`config.mk`:
```
export PLATFORM = sky130hd
export DESIGN_NAME = mem_access_ctrl_flat
export DESIGN_NICKNAME = d
export VERILOG_FILES = /design/src/rtl/mem_access_ctrl_if.sv /design/src/rtl/mem_access_ctrl.sv /design/src/flat_wrapper.sv
export SDC_FILE = /design/constraint.sdc
export NUM_CORES = 1
export LEC_CHECK = 0
export CORE_ASPECT_RATIO = 0.75
export CORE_MARGIN = 2
export CORE_UTILIZATION = 37
export DETAILED_ROUTE_END_ITERATION = 8
export PLACE_DENSITY = 0.75
export SLEW_MARGIN = 0
export SYNTH_ARGS = -nofsm -noshare
export SYNTH_HDL_FRONTEND = slang
export SYNTH_SLANG_ARGS = --single-unit
```
`constraint.sdc`:
```
create_clock -name CLK_MAC -period 1.3 [get_ports CLK_MAC]
set_input_delay 0.195 -clock CLK_MAC [delete_from_list [all_inputs] [get_ports CLK_MAC]]
set_output_delay 0.195 -clock CLK_MAC [all_outputs]
set_load 0.01 [all_outputs]
```
`src/rtl/mem_access_ctrl_if.sv`:
```
// Bundle of signals between the load/store unit, the access controller and the
// segment array.
interface mem_access_ctrl_if #(
    parameter int NUM_SEG  = 4,
    parameter int SEG_BITS = 2
);
    logic                  REQ_MAC;
    logic                  WR_MAC;
    logic [7+SEG_BITS:0]   ADDR_MAC;
    logic [1:0]            BE_MAC;
    logic [15:0]           WDATA_MAC;
    logic                  ACK_MAC;
    logic [15:0]           RDATA_MAC;
    logic                  BUSY_MAC;
    logic [7:0]            ADDR_SEG;
    logic [15:0]           DATA_IN_SEG;
    logic [NUM_SEG-1:0]    WE_SEG;
    logic [SEG_BITS-1:0]   SEL_SEG;
    logic [15:0]           DATA_OUT_SEG;

    modport slave (
        input  REQ_MAC, WR_MAC, ADDR_MAC, BE_MAC, WDATA_MAC, DATA_OUT_SEG,
        output ACK_MAC, RDATA_MAC, BUSY_MAC, ADDR_SEG, DATA_IN_SEG, WE_SEG, SEL_SEG
    );

    modport master (
        output REQ_MAC, WR_MAC, ADDR_MAC, BE_MAC, WDATA_MAC, DATA_OUT_SEG,
        input  ACK_MAC, RDATA_MAC, BUSY_MAC, ADDR_SEG, DATA_IN_SEG, WE_SEG, SEL_SEG
    );
endinterface

```
`src/rtl/mem_access_ctrl.sv`:
```
// Sequences single-word loads, full stores and read-modify-write partial stores
// onto a banked array of 256x16 segments.
//
// state | meaning
// IDLE  | waiting for a request; captures address/data when one arrives
// RD    | segment readback latched into RDATA_MAC
// RMW   | merge store bytes with current word into the write register
// WR    | one-cycle write enable to the selected segment
// DONE  | one-cycle ACK_MAC pulse
module mem_access_ctrl #(
    parameter int NUM_SEG  = 4,
    parameter int SEG_BITS = 2
) (
    input  logic              CLK_MAC,
    input  logic              RST_MAC,
    mem_access_ctrl_if.slave  bus
);

    typedef enum logic [2:0] {
        IDLE = 3'd0,
        RD   = 3'd1,
        RMW  = 3'd2,
        WR   = 3'd3,
        DONE = 3'd4
    } state_t;

    state_t                state_q,  state_d;
    logic [7:0]            addr_q,   addr_d;
    logic [SEG_BITS-1:0]   seg_q,    seg_d;
    logic [1:0]            be_q,     be_d;
    logic [15:0]           wdata_q,  wdata_d;
    logic [15:0]           rdata_q,  rdata_d;
    logic [NUM_SEG-1:0]    we_q,     we_d;
    logic                  ack_q,    ack_d;
    logic                  busy_q,   busy_d;

    always_comb begin
        state_d = state_q;
        addr_d  = addr_q;
        seg_d   = seg_q;
        be_d    = be_q;
        wdata_d = wdata_q;
        rdata_d = rdata_q;

        case (state_q)
            IDLE: begin
                if (bus.REQ_MAC) begin
                    addr_d  = bus.ADDR_MAC[7:0];
                    seg_d   = bus.ADDR_MAC[7+SEG_BITS:8];
                    be_d    = bus.BE_MAC;
                    wdata_d = bus.WDATA_MAC;
                    if (!bus.WR_MAC) begin
                        state_d = RD;
                    end else begin
                        case (bus.BE_MAC)
                            2'b11:   state_d = WR;
                            2'b00:   state_d = DONE;
                            default: state_d = RMW;
                        endcase
                    end
                end
            end
            RD: begin
                rdata_d = bus.DATA_OUT_SEG;
                state_d = DONE;
            end
            RMW: begin
                // Disabled bytes keep whatever the segment currently holds
                wdata_d = {be_q[1] ? wdata_q[15:8] : bus.DATA_OUT_SEG[15:8],
                           be_q[0] ? wdata_q[7:0]  : bus.DATA_OUT_SEG[7:0]};
                state_d = WR;
            end
            WR:      state_d = DONE;
            DONE:    state_d = IDLE;
            default: state_d = IDLE;
        endcase

        // Enables and ack are decoded from the next state so they leave flops
        we_d   = (state_d == WR) ? (NUM_SEG'(1) << seg_d) : '0;
        ack_d  = (state_d == DONE);
        busy_d = (state_d != IDLE);
    end

    always_ff @(posedge CLK_MAC) begin
        if (RST_MAC) begin
            state_q <= IDLE;
            addr_q  <= '0;
            seg_q   <= '0;
            be_q    <= '0;
            wdata_q <= '0;
            rdata_q <= '0;
            we_q    <= '0;
            ack_q   <= 1'b0;
            busy_q  <= 1'b0;
        end else begin
            state_q <= state_d;
            addr_q  <= addr_d;
            seg_q   <= seg_d;
            be_q    <= be_d;
            wdata_q <= wdata_d;
            rdata_q <= rdata_d;
            we_q    <= we_d;
            ack_q   <= ack_d;
            busy_q  <= busy_d;
        end
    end

    assign bus.ACK_MAC     = ack_q;
    assign bus.RDATA_MAC   = rdata_q;
    assign bus.BUSY_MAC    = busy_q;
    assign bus.ADDR_SEG    = addr_q;
    assign bus.SEL_SEG     = seg_q;
    assign bus.DATA_IN_SEG = wdata_q;
    assign bus.WE_SEG      = we_q;

endmodule

```
`src/flat_wrapper.sv`:
```
// flat-port wrapper written by rule: the top's interface ports become plain ports
module mem_access_ctrl_flat 
#(
    parameter int NUM_SEG  = 4,
    parameter int SEG_BITS = 2
)
  (CLK_MAC, RST_MAC, bus_REQ_MAC, bus_WR_MAC, bus_ADDR_MAC, bus_BE_MAC, bus_WDATA_MAC, bus_DATA_OUT_SEG, bus_ACK_MAC, bus_RDATA_MAC, bus_BUSY_MAC, bus_ADDR_SEG, bus_DATA_IN_SEG, bus_WE_SEG, bus_SEL_SEG);
  mem_access_ctrl_if #(.NUM_SEG(NUM_SEG), .SEG_BITS(SEG_BITS)) bus_i ();
  input  logic CLK_MAC;
  input  logic RST_MAC;
  input wire logic [$bits(bus_i.REQ_MAC)-1:0] bus_REQ_MAC;
  input wire logic [$bits(bus_i.WR_MAC)-1:0] bus_WR_MAC;
  input wire logic [$bits(bus_i.ADDR_MAC)-1:0] bus_ADDR_MAC;
  input wire logic [$bits(bus_i.BE_MAC)-1:0] bus_BE_MAC;
  input wire logic [$bits(bus_i.WDATA_MAC)-1:0] bus_WDATA_MAC;
  input wire logic [$bits(bus_i.DATA_OUT_SEG)-1:0] bus_DATA_OUT_SEG;
  output wire logic [$bits(bus_i.ACK_MAC)-1:0] bus_ACK_MAC;
  output wire logic [$bits(bus_i.RDATA_MAC)-1:0] bus_RDATA_MAC;
  output wire logic [$bits(bus_i.BUSY_MAC)-1:0] bus_BUSY_MAC;
  output wire logic [$bits(bus_i.ADDR_SEG)-1:0] bus_ADDR_SEG;
  output wire logic [$bits(bus_i.DATA_IN_SEG)-1:0] bus_DATA_IN_SEG;
  output wire logic [$bits(bus_i.WE_SEG)-1:0] bus_WE_SEG;
  output wire logic [$bits(bus_i.SEL_SEG)-1:0] bus_SEL_SEG;
  assign bus_i.REQ_MAC = bus_REQ_MAC;
  assign bus_i.WR_MAC = bus_WR_MAC;
  assign bus_i.ADDR_MAC = bus_ADDR_MAC;
  assign bus_i.BE_MAC = bus_BE_MAC;
  assign bus_i.WDATA_MAC = bus_WDATA_MAC;
  assign bus_i.DATA_OUT_SEG = bus_DATA_OUT_SEG;
  assign bus_ACK_MAC = bus_i.ACK_MAC;
  assign bus_RDATA_MAC = bus_i.RDATA_MAC;
  assign bus_BUSY_MAC = bus_i.BUSY_MAC;
  assign bus_ADDR_SEG = bus_i.ADDR_SEG;
  assign bus_DATA_IN_SEG = bus_i.DATA_IN_SEG;
  assign bus_WE_SEG = bus_i.WE_SEG;
  assign bus_SEL_SEG = bus_i.SEL_SEG;
  mem_access_ctrl #(.NUM_SEG(NUM_SEG), .SEG_BITS(SEG_BITS)) u_core (.CLK_MAC(CLK_MAC), .RST_MAC(RST_MAC), .bus(bus_i));
endmodule
```
==> impl_results.md, run 1 <==
- Status: finished with violations
- Failing checks: setup timing
- Setup TNS: -2.35 ns
- Die W: 91.7 µm
- Tmin final: 1.41 ns
- CP Data Arrival Time: 1.65 ns
- CTS tree: built
- Async SR Flop Fraction: 0
- Worst Hold Class: in2reg
- Setup Crit Path Kind: reg2reg
- Initial core utilization: 0.391
- Fmax: 0.709 GHz
- CP Max Fanout: 8
- Syn Nets: 298
- First-pass GRT wire length: 10,400 µm
- Mean Syn Cell Area: 8.54 µm²
- Clock-pin slew on the worst setup and hold paths: 0.10 ns
- CP Data Required Time: 1.54 ns
- Fin crit share: 1.09
- DRT Pass-1 Iters: 4
- Area grow syn2layout: 80.1%
- Die Ht: 69.8 µm
- Critical Path Sink Type: register
- Port bufs: 95
- Largest net degree at the start of global routing: 50
- Distinct cells, synth: 30
- Critical path, cell by cell: buf_6 > buf_6 > nor3b_4 > clkbuf_16 > nand2_4 > a21oi_2
- Syn Std Cell Area: 2140 µm²
- Startpoint types: register
- R2R Setup Slk: -0.11 ns
- Met1 Use GR: 0.279
- Post-route setup slack: -0.111 ns
- Fillcell total: 417
- Slowest CP cell: dfxtp_4
- Gpl congestion: 0.813
- Pwr/cell area: 1120 nW/µm²
- Worst-Margin Slew: 0.656 ns
- Sequential fraction of the synthesis area: 0.497
- Dpl ws: -0.447 ns
- Clock tree buffer depth: 2
- Final WL: 7300 µm
- Std cell rows: 23
- Antenna-violating nets left: 0
- Total number of vias: 2,261
- Layout Nets: 412
- Cts bufs inserted: 5
- Reg area: 1070 µm²
- Final Skew: 0.00905 ns
- Area of the multi-input gates: 1290 µm²
- Syn Inst Count: 250
- Met3 usage: 0.0435
- Initial antenna violation count: 0
- DPL Wire Length: 4670 µm
- WL/cell: 16.6 µm
- Drt drc: 0
- Max_cap viols: 0
- Clk_lat worst skew: 0.30 ns
- Core Footprint: 5470 µm²
- IO Pins: 96
- Fin util: 0.703
- Synth Register Bits: 53
- 1st-iter DRT viols: 105
- Max Slew Vio Count: 0
- CP most frequent cell: buf_6
- Busiest grt layer: met2
- N_diodes: 0
- Area of the die: 6400 µm²
- Final hold viol count: 0
- Vias per inst: 5.14
- GRT Resource Usage Total: 0.200
- Slew margin rel.: 0.563
- Yosys warns: 0
- Htree depth: 2
- Vias in the first global route: 2,040
- Slowest cell delay on critical path: 0.39 ns
- Post-CTS Hold Fix Bufs: 0
- Clock Sink Count: 53
- Worst vdd ir: 0.716 mV
- P_leak: 1.69 nW
- RSZ-0062 raised after global routing: true
- Gr ovfl total: 0
- Layout cell share with drive strength beyond 1: 0.310
- Setup-violating endpoint count in the final report: 37
- Clk root buf: clkbuf_8
- Most common flop cell mapped by yosys: dfxtp_1
- Number of synthesized flops with an enable pin: 0
- Grt met2 use: 0.324
-- sequential cells by signal (all words and copies together), names as in the netlist, 2 cells and up --
register / cells
u_core.bus.DATA_IN_SEG: 16
u_core.bus.WE_SEG: 4
u_core.bus.SEL_SEG: 2
u_core.bus.RDATA_MAC: 16
u_core.bus.ADDR_SEG: 8
u_core.state_q: 3
u_core.be_q: 2
-- synthesized netlist by cell type (3+ instances only) --
cell,count,share of area
nor2b_1,3,0.0088
nor2_1,19,0.033
nor3_1,8,0.019
clkbuf_1,9,0.016
nand2_1,52,0.091
a21oi_1,27,0.063
a221oi_1,16,0.066
dfxtp_1,53,0.50
buf_2,7,0.016
inv_1,16,0.028
o2bb2ai_1,16,0.066
-- routing by layer --
| metal | share of wire | up-vias |
|---|---|---|
| met1 | 0.43 | 1073 |
| met4 | 0.0095 | 0 |
| met3 | 0.053 | 14 |
| met2 | 0.51 | 80 |
| li1 | - | 1094 |
| met5 | 0 | - |
-- cells in the final DEF, fill, tap and decap left out, types with 2 or more instances in the layout --
cell type,count
a221oi_2,11
clkdlybuf4s50_1,45
nor4_1,2
o21ai_4,2
nor3_2,3
a221oi_1,5
nand2_4,14
nor2_1,19
dfxtp_1,50
buf_4,20
mux2_4,2
buf_6,9
dfxtp_4,3
bufinv_16,2
nor2b_2,2
a21oi_2,14
nor3_1,5
dlygate4sd2_1,49
inv_1,16
o2bb2ai_2,6
a31oi_1,2
a21oi_1,13
nand2_2,5
nand2_1,33
clkbuf_8,5
o2bb2ai_1,10
-- worst max-delay path: cells and delay by family, from the launching register on --
family                 cells  cell delay, ns
and+or+nand+nor            2            0.33
buffers and inverters      3            0.49
AOI/OAI and AO/OA          1            0.14
DFF                        1            0.39
-- power by group --
group | switching (mW) | internal, mW
logic | 0.570 | 0.575
registers | 0.0807 | 1.75
clock network | 0.543 | 0.775
total | 1.19 | 3.10
-- cell families (layout without fill, tap and decap cells) --
group,count (synthesis),after routing,share of synthesized area
mux,4,4,0.0199
buf+inv,36,151,0.0732
simple gates,92,92,0.196
compound gates,65,65,0.214
flops,53,53,0.497
-- path summary, 6_finish.rpt --
check / from / end / depth (start not counted)
hold / removal: RST_MAC / u_core.bus.WE_SEG[0]$_SDFF_PP0_ / 3
setup reg to reg: u_core.state_q[1]$_SDFF_PP0_ / u_core.bus.RDATA_MAC[8]$_SDFFE_PP0N_ / 6
setup / recovery: u_core.state_q[1]$_SDFF_PP0_ / u_core.bus.RDATA_MAC[8]$_SDFFE_PP0N_ / 6
hold reg to reg: u_core.bus.RDATA_MAC[12]$_SDFFE_PP0N_ / u_core.bus.RDATA_MAC[12]$_SDFFE_PP0N_ / 2
-- final cells by class --
cell class                      count  share of cell area
Inverter                           16              0.0156
Timing Repair Buffer              127               0.311
Multi-Input combinational cell    161               0.334
Clock buffer                        5              0.0179
Clock inverter                      3              0.0179
Sequential cell                    53               0.279
Tap cell                           75              0.0244
-- repair_timing --
action                     in CTS  in global routing
cloned                          0                  3
hold endpoints to repair        0                  0
resized for setup              65                 90
buffers inserted                3                  6
setup endpoints to repair      96                 48
pin swaps                       2                 36
-- metrics by stage --
step           cells  power [mW]  area, µm²  hold WS, ns
3_5_place_dp     421        2.81       3240        0.446
3_3_place_gp     421        2.79       3240        0.442
4_1_cts          432        4.09       3400        0.203
6_report         440        4.30       3850        0.230
5_1_grt          440        4.49       3850        0.238
2_1_floorplan    250        2.29       2160        0.331
No activity file was read; power rests on OpenSTA's default activity.
==> inputs of run 2 (changes only) <==
--- a/config.mk
+++ b/config.mk
@@ -9,7 +9,7 @@
 export CORE_MARGIN = 2
 export CORE_UTILIZATION = 37
 export DETAILED_ROUTE_END_ITERATION = 8
-export PLACE_DENSITY = 0.75
+export PLACE_DENSITY = 0.86
 export SLEW_MARGIN = 0
 export SYNTH_ARGS = -nofsm -noshare
 export SYNTH_HDL_FRONTEND = slang
==> run 2 against run 1 <==
  * The run still ends with setup timing left
  * Clock skew is 0.0014 ns higher
  * Sequential share of layout area is 0.80 points lower
  * Sequential power hardly changed
  * Via count is 0.80% higher
  * First-iteration DRC count is 47% higher
  * Cell count is 0.45% lower
  * Register-to-register slack hardly changed
  * Die area stayed put
  * Clock-buffer cell count is 2 higher
  * Routed wire length is 1.2% higher
  * Clock power is 12% lower
  * Largest cell class unchanged
  * Highest routed layer unchanged
==> impl_results.md, run 2 (synthesized netlist as in run 1, its figures left out) <==
- Cts bufs inserted: 5
- Total number of vias: 2,279
- R2R depth: 4
- CP Data Required Time: 1.52 ns
- 1st-iter DRT viols: 154
- Critical Path Sink Type: register
- CTS tree: built
- Final WL: 7390 µm
- Pwr/cell area: 1070 nW/µm²
- WL/cell: 16.9 µm
- GRT Resource Usage Total: 0.199
- Antenna-violating nets left: 0
- Tmin final: 1.42 ns
- DRT Pass-1 Iters: 4
- Clk root buf: clkbuf_8
- CP Max Fanout: 6
- Max Slew Vio Count: 0
- N_diodes: 0
- Final Skew: 0.0105 ns
- Worst Hold Class: in2reg
- Startpoint types: register
- Slowest CP cell: dfxtp_4
- Clock tree buffer depth: 2
- Area grow syn2layout: 84.9%
- Setup TNS: -1.53 ns
- Commonest non-fill, non-tap cell in the layout: dfxtp_1
- Worst-Margin Slew: 0.731 ns
- Core Footprint: 5470 µm²
- Max_cap viols: 0
- Clock-pin slew on the worst setup and hold paths: 0.09 ns
- Gr ovfl total: 0
- Initial antenna violation count: 0
- Critical path, cell by cell: nor4b_4 > buf_6 > mux2_4 > nor3_1
- Crit path capture: u_core.bus.WE_SEG[2]$_SDFF_PP0_
- Most frequent cells in the layout: dfxtp_1 (50), dlygate4sd2_1 (49), clkdlybuf4s50_1 (45)
- Layout Nets: 410
- Failing checks: setup timing
- Largest net degree at the start of global routing: 50
- Clk_lat worst skew: 0.31 ns
- Post-route setup slack: -0.122 ns
- Gpl congestion: 0.870
- Setup Crit Path Kind: reg2reg
- Fillcell total: 383
- Vias per inst: 5.20
- Die Ht: 69.8 µm
- CP Data Arrival Time: 1.64 ns
- Vias in the first global route: 2,073
- Beginning of the worst register-to-register path: u_core.state_q[2]$_SDFF_PP0_
- First-pass GRT wire length: 10,200 µm
- R2R Setup Slk: -0.12 ns
- Initial core utilization: 0.391
- Final hold viol count: 0
- Htree depth: 2
- Port bufs: 95
- Dpl ws: -0.480 ns
- IO Pins: 96
- Fmax: 0.703 GHz
- Area of the die: 6400 µm²
- Fin crit share: 1.09
- DPL Wire Length: 4680 µm
- Worst R2R End: u_core.bus.WE_SEG[2]$_SDFF_PP0_
- Fin cells: 438
- Slew margin rel.: 0.512
- Layout cell share with drive strength beyond 1: 0.380
- Setup-violating endpoint count in the final report: 32
- Cell count after placement: 423
- P_leak: 1.66 nW
- Drt drc: 0
- Reg area: 1070 µm²
- Worst vdd ir: 0.568 mV
- RSZ-0062 raised after global routing: true
- Clock Sink Count: 53
- Std cell rows: 23
- Worst setup path start: u_core.state_q[2]$_SDFF_PP0_
- Area of the multi-input gates: 1420 µm²
- Die W: 91.7 µm
- Status: finished with violations
- Slowest cell delay on critical path: 0.38 ns
## run 2: repair_timing
action                                  4_1_cts  5_1_grt
hold buffers                                  0        0
resized for setup                            96      100
endpoints found under the setup margin       96       48
buffers inserted                              4        1
gates cloned                                  2        1
pin swaps                                    34       37
## run 2: worst min-delay path by stage
stage | start | end | slack [ns] | depth (start not counted)
after detailed placement | u_core.bus.RDATA_MAC[3]$_SDFFE_PP0N_ | u_core.bus.RDATA_MAC[3]$_SDFFE_PP0N_ | 0.45 | 2
after floorplan | bus_ADDR_MAC[0] | u_core.bus.ADDR_SEG[0]$_SDFFE_PP0P_ | 0.33 | 2
after global routing | RST_MAC | u_core.bus.WE_SEG[0]$_SDFF_PP0_ | 0.22 | 3
after global placement | u_core.bus.ADDR_SEG[3]$_SDFFE_PP0P_ | u_core.bus.ADDR_SEG[3]$_SDFFE_PP0P_ | 0.44 | 2
final | RST_MAC | u_core.bus.WE_SEG[0]$_SDFF_PP0_ | 0.23 | 3
after CTS | RST_MAC | u_core.bus.WE_SEG[0]$_SDFF_PP0_ | 0.21 | 3
## run 2: report_power, final
part	total [mW]	internal, mW	switching [mW]	leakage [nW]
clock network	1.16	0.628	0.530	0.0585
registers	1.85	1.75	0.0990	0.436
logic	1.21	0.613	0.599	1.17
total	4.22	2.99	1.23	1.66
## run 2: routing by layer
metal / routed length (µm) / GRT usage / part of all wire
met1: 3150 / 0.271 / 0.43
met2: 3640 / 0.309 / 0.49
met3: 486 / 0.0511 / 0.066
met4: 119 / 0.0614 / 0.016
met5: 0 / 0 / 0
## run 2: area by class of cell
type / count / share of cell area
well taps: 75 / 0.0238
clock inverters: 1 / 0.00760
repair buffers: 125 / 0.303
clock buffers: 7 / 0.0219
flip-flops and latches: 53 / 0.271
inverters: 16 / 0.0152
multi-input cells: 161 / 0.358
## run 2: critical path, delay by kind of cell (launching register included)
family                 cells  cell delay [ns]
flip-flops                 1             0.38
buffers and inverters      1             0.18
multiplexers               1             0.32
AND/OR/NAND/NOR            2             0.45
## run 2: through the flow
stage / hold WS (ns) / total power, mW / util / area, µm²
floorplan: 0.331 / 2.29 / - / 2160
global placement: 0.441 / 2.80 / 0.598 / 3270
detailed placement: 0.449 / 2.82 / 0.598 / 3270
CTS: 0.207 / 3.95 / 0.641 / 3510
global route: 0.223 / 4.40 / 0.722 / 3950
finish: 0.233 / 4.22 / 0.722 / 3950
